===== src/rtl/dist_mem_dp.sv =====
// Dual-port distributed memory: one write port (A), asynchronous read on A,
// registered read on B. After reset a CLEAR sequence walks every address and
// writes zero; writes from port A are blocked (and flagged in werr) while it runs.
//
// Configuration macro: DIST_MEM_BYPASS_EN
//   defined   -> port B is write-first on an A-write/B-read address collision
//   undefined -> port B is read-first (captures the old word)
//
// Handshake: there is no valid/ready pair. busy=1 means the clear sequence owns
//   the write port and any we=1 is discarded (werr latches); busy=0 means every
//   edge with we=1 commits d to mem[a].
module dist_mem_dp #(
  parameter int WIDTH  = 8,
  parameter int ADDR_W = 4
) (
  input  logic              clk,
  input  logic              rst,
  input  logic              we,
  input  logic [ADDR_W-1:0] a,
  input  logic [WIDTH-1:0]  d,
  output logic [WIDTH-1:0]  spo,
  input  logic [ADDR_W-1:0] dpra,
  output logic [WIDTH-1:0]  dpo,
  output logic              busy,
  output logic              werr
);

  localparam int DEPTH = 2 ** ADDR_W;

  typedef enum logic {
    CLEAR = 1'b0,
    READY = 1'b1
  } state_t;

  state_t            state;
  state_t            next_state;
  logic [ADDR_W-1:0] clr_addr;
  logic [WIDTH-1:0]  mem [DEPTH];
  logic              wr_en;
  logic [WIDTH-1:0]  dpo_next;

  // Next-state and busy decode; the last clear write hands over to READY.
  always_comb begin
    next_state = state;
    busy       = 1'b0;
    case (state)
      CLEAR: begin
        busy = 1'b1;
        if (&clr_addr) next_state = READY;
      end
      READY: next_state = READY;
      default: next_state = CLEAR;
    endcase
  end

  assign wr_en = we & ~busy;

  // Port B next value: collision resolution depends on the bypass build option.
  always_comb begin
    dpo_next = mem[dpra];
`ifdef DIST_MEM_BYPASS_EN
    if (wr_en && (a == dpra)) dpo_next = d;
`endif
  end

  // Control state, clear counter, sticky write-error flag and port B register.
  always_ff @(posedge clk or posedge rst) begin
    if (rst) begin
      state    <= CLEAR;
      clr_addr <= '0;
      werr     <= 1'b0;
      dpo      <= '0;
    end else begin
      state <= next_state;
      if (state == CLEAR) clr_addr <= clr_addr + 1'b1;
      if (busy && we) werr <= 1'b1;
      dpo <= dpo_next;
    end
  end

  // Storage: the clear sequence has priority; contents are never reset directly.
  always_ff @(posedge clk) begin
    if (busy) mem[clr_addr] <= '0;
    else if (wr_en) mem[a] <= d;
  end

  // Port A asynchronous read, live even during the clear sequence.
  assign spo = mem[a];

endmodule


===== config.mk =====
export PLATFORM = sky130hd
export DESIGN_NAME = dist_mem_dp
export DESIGN_NICKNAME = d
export VERILOG_FILES = /design/src/rtl/dist_mem_dp.sv
export SDC_FILE = /design/constraint.sdc
export NUM_CORES = 1
export LEC_CHECK = 0
export CAP_MARGIN = 10
export CORE_MARGIN = 2
export CORE_UTILIZATION = 45
export DETAILED_ROUTE_END_ITERATION = 8
export PLACE_DENSITY = 0.64
export SETUP_SLACK_MARGIN = 0.4
export SLEW_MARGIN = 40
export SYNTH_ARGS = -nofsm -noshare
export SYNTH_HDL_FRONTEND = slang
export SYNTH_SLANG_ARGS = --single-unit

===== constraint.sdc =====
create_clock -name clk -period 2.2 [get_ports clk]
set_input_delay 0.44 -clock clk [delete_from_list [all_inputs] [get_ports clk]]
set_output_delay 0.44 -clock clk [all_outputs]
set_load 0.005 [all_outputs]

Word-level counts from Yosys, hierarchy flattened
Memory sizes are Yosys's and may differ from the RTL's. A register that Yosys moved wholly into a read port is not among the register bits.
Cells that the tools add are included.
{ "classes": {"n_mux": 9, "n_reduce_logical": 3, "n_bitwise": 2, "n_addsub": 1} }
{ "ops": {"columns": ["operator", "count"], "rows": [
  ["8-bit 2-to-1 mux", 1],
  ["8-bit OR reduction", 1],
  ["1-bit 2-to-1 mux", 6],
  ["4-bit by 1-bit adder with 4-bit output (second input constant)", 1],
  ["4-bit 2-to-1 mux", 1],
  ["4-bit AND reduction", 1],
  ["1-bit one-hot mux with 2 select lines", 1],
  ["1-bit AND", 1],
  ["1-bit logical AND", 1],
  ["1-bit NOT", 1]
]} }
{ "totals": {"output_inout_bits": 18, "mem_bits_rw": 128, "in_bits": 19, "mem_count": 1, "elab_cells": 19, "register_bits": 6} }
{ "mem_list": {"columns": ["memory", "words", "width", "rd", "rd_clocked_by_memory_dff", "wr", "line_no", "source"], "rows": [
  ["mem", 16, 8, 2, 1, 1, "38", "logic [WIDTH-1:0] mem [DEPTH];"]
]} }

Logic depth before layout (Yosys ltp)
{ "depth": {"word_depth": 6, "depth_mapped": 5, "depth_no_buf": 3} }

Worst setup path before layout
OpenSTA, ideal clock, no wires.
{ "synth_timing": {"kind": "input to register", "from": "in a[1]", "to": "mem mem[0][0], enable pin", "required_time_ns": 1.830, "t_arrival_ns": 1.623, "setup_time_ns": 0.370, "path_buffers": 2, "stages": 5, "path_slack_ns": 0.206, "cell_sequence": "buf_6 -> or2_2 -> clkbuf_1 -> o21a_1 -> nor2_1"} }
{ "synth_via": {"elab_chain_len": 1} }
{ "synth_rtl": {"columns": ["element", "line_no", "source"], "rows": [
  ["from (decl)", "19", "input logic [ADDR_W-1:0] a,"],
  ["4-bit 2-to-1 mux (no source line)", null, null],
  ["to (decl)", "38", null]
]} }
No other way between the ends.

==> metrics.txt <==
synthesis-to-finish area growth=32.9%; final-layout fill cell count=1024; number of flops mapped to enable cells by yosys=128; net count after synthesis=385; number of global-route vias before repair=4262; startpoint type of the worst setup path=flop; final count of hold timing violations=0; distinct cell type count of the synthesized netlist=37; global placement routability congestion=0.794; end of the worst register-to-register path=mem[8][1]; number of sinks on the clock net=142; htree depth=4; global-route usage over all layers=22.5%; cells taking the most area after synthesis=edfxtp_1 58%, mux4_2 12%, mux4_1 5.5%, mux2_2 5.4%, dfrtp_1 5.3%; post-synth top area cell=edfxtp_1; Async SR Flop Fraction=9.86%; failing checks=setup timing; CP Capture Type=output port; Final WS setup=-59.7 ps; vias post-DR=4087; iteration count of the initial detailed-routing pass=5; post-detailed-route count of antenna-violating nets=0; port bufs=36; cell total after placement=624; cell area after layout=8820 um2; PnR Total Power=6.65 mW; clock latency reported for the late side of the worst-skew pair=420 ps; fraction of the cycle the final worst path needs=103%; Primary FF master, synth=edfxtp_1; R2R setup slack=430 ps; placed standard-cell area=7830 um2; DRT iter0 DRCs=437; global-route wire length before repair=25500 um; number of top-level pins=37; root buffer selected by CTS=clkbuf_16; top cell types by occurrence after synthesis=128 x edfxtp_1, 35 x mux4_2, 32 x mux2_2, 18 x nor2_1, 16 x a22oi_1; timing-limited maximum frequency=443 MHz; total inserted antenna cells=0; number of synthesized register bits=142; power per cell area=753 nW/um2; Initial Utilization=45.9%; final sum of negative setup slack=-128 ps; Final Core Density=60.9%; Synth Cell Area=6640 um2; min Tclk post-route=2260 ps; timing startpoint of the critical path=mem[7][7]; type of the worst min-delay path=input port to async pin; Die Span X=125 um; endpoint arrival time on the critical path=1820 ps; setup repair after global routing missed its margin=true; count of standard-cell rows=44; total congestion overflow after global routing=0; final worst hold slack=428 ps; post-synth top area share=57.9%; status=finished, violations left; leakage power total=3.33 nW; headroom to the max-slew limit=53.1%; final setup violation count=4; count of warnings emitted by yosys=0; Register Area=4200 um2; register area share after synthesis=63.2%; count of non-filler cells in the finished layout=670; minimum setup slack after placement=-749 ps; most frequent cell after synthesis=edfxtp_1; height of the chip=125 um; clock slew at reported path FFs=60 ps; DRC violations left=0; share of layout cells above drive strength 1=46.7%; HPWL after DPL=11400 um; measured slew at the worst slew-check pin=703 ps; area of the die=15700 um2; R2R depth=6; Pins Over Slew Limit=0; classification of the worst setup path=flop to output port; vias per cell=6.10; required time at the worst-slack endpoint=1760 ps; largest fanout on the critical path=2; reg2reg start=state; Longest Clk Path Bufs=2; footprint of the multi-input gates=2530 um2; maxcap violations=0; post-synthesis cell count=365; TritonCTS clock tree=yes; worst supply voltage drop on vdd=661 uV; initial antenna violation count=0; maximum number of pins on one net before global-route repair=31; number of clock buffers inserted by TritonCTS=17; syn avg cell area=18.2 um2; average wire per cell in the routed design=25.5 um; Total Nets Final=493; core region area=14500 um2; Post-Route WL=17100 um; final worst clock skew=6.18 ps
[layer usage]
layer | up-vias | global-route usage (%) | part of all wire (%)
met3 | 30 | 6.20 | 7.2
met5 | - | 0 | 0
met4 | 0 | 7.06 | 2.1
met2 | 188 | 36.9 | 50
met1 | 2122 | 29.5 | 41
li1 | 1747 | - | -
[critical path, cell delays in order, from the launching register on]
cell	delay, ps
edfxtp_1	390
mux4_2	470
mux2i_1	170
buf_4	160
o22ai_4	60
buf_2	140
[registers in the layout, summed over array words and instances (netlist names)]
signal,count
state,1
werr,1
clr_addr,4
mem,128
dpo,8
[worst max-delay path by stage]
| stage | to | slack, ps | cells after the start |
|---|---|---|---|
| after floorplan | mem[13][0] | 290 | 5 |
| after detailed placement | spo[1] | -750 | 7 |
| after CTS | spo[1] | -70 | 5 |
| after global placement | spo[1] | -730 | 7 |
| after global routing | spo[7] | -120 | 5 |
| final | spo[7] | -60 | 5 |
[where the power goes]
part | internal [mW] | leakage (nW) | switching, mW
clock | 2.01 | 0.294 | 1.07
combinational | 0.301 | 1.55 | 0.292
sequential | 2.97 | 1.49 | 0.00661
[what timing repair did]
item	4_1_cts	5_1_grt
gates cloned	1	0
pin swaps	9	4
endpoints found under the setup margin	137	36
gates resized for setup	101	4
buffers inserted	8	5
hold endpoints to repair	0	0
hold buffers	0	0
[placed cells by master, fill, tap and decap left out, types with 5 or more instances in the layout]
master	n
mux2_2	29
dfrtp_1	13
mux4_2	35
buf_4	46
mux2i_1	7
a22oi_1	16
clkdlybuf4s50_1	21
clkbuf_16	17
nand2_1	12
buf_6	15
buf_2	10
nor2_4	13
buf_12	19
edfxtp_1	128
mux4_1	14
o221ai_2	5
and3_1	8
o22ai_1	12
bufinv_16	5
[kinds of logic after synthesis]
kind of cell / share of synthesized area [%]
simple gates: 3.96
flops: 63.2
mux: 24.7
fa+ha+maj: 0.188
compound gates: 4.81
buf+inv: 2.75
xor+xnor: 0.396
[layout make-up]
cell class | instances | area share, %
Sequential cell | 142 | 47.6
Timing Repair Buffer | 116 | 13.9
Tap cell | 184 | 2.61
Clock buffer | 21 | 4.99
Inverter | 2 | 0.113
Multi-Input combinational cell | 194 | 28.7
Clock inverter | 11 | 2.20
(Power assumes the default switching activity.)
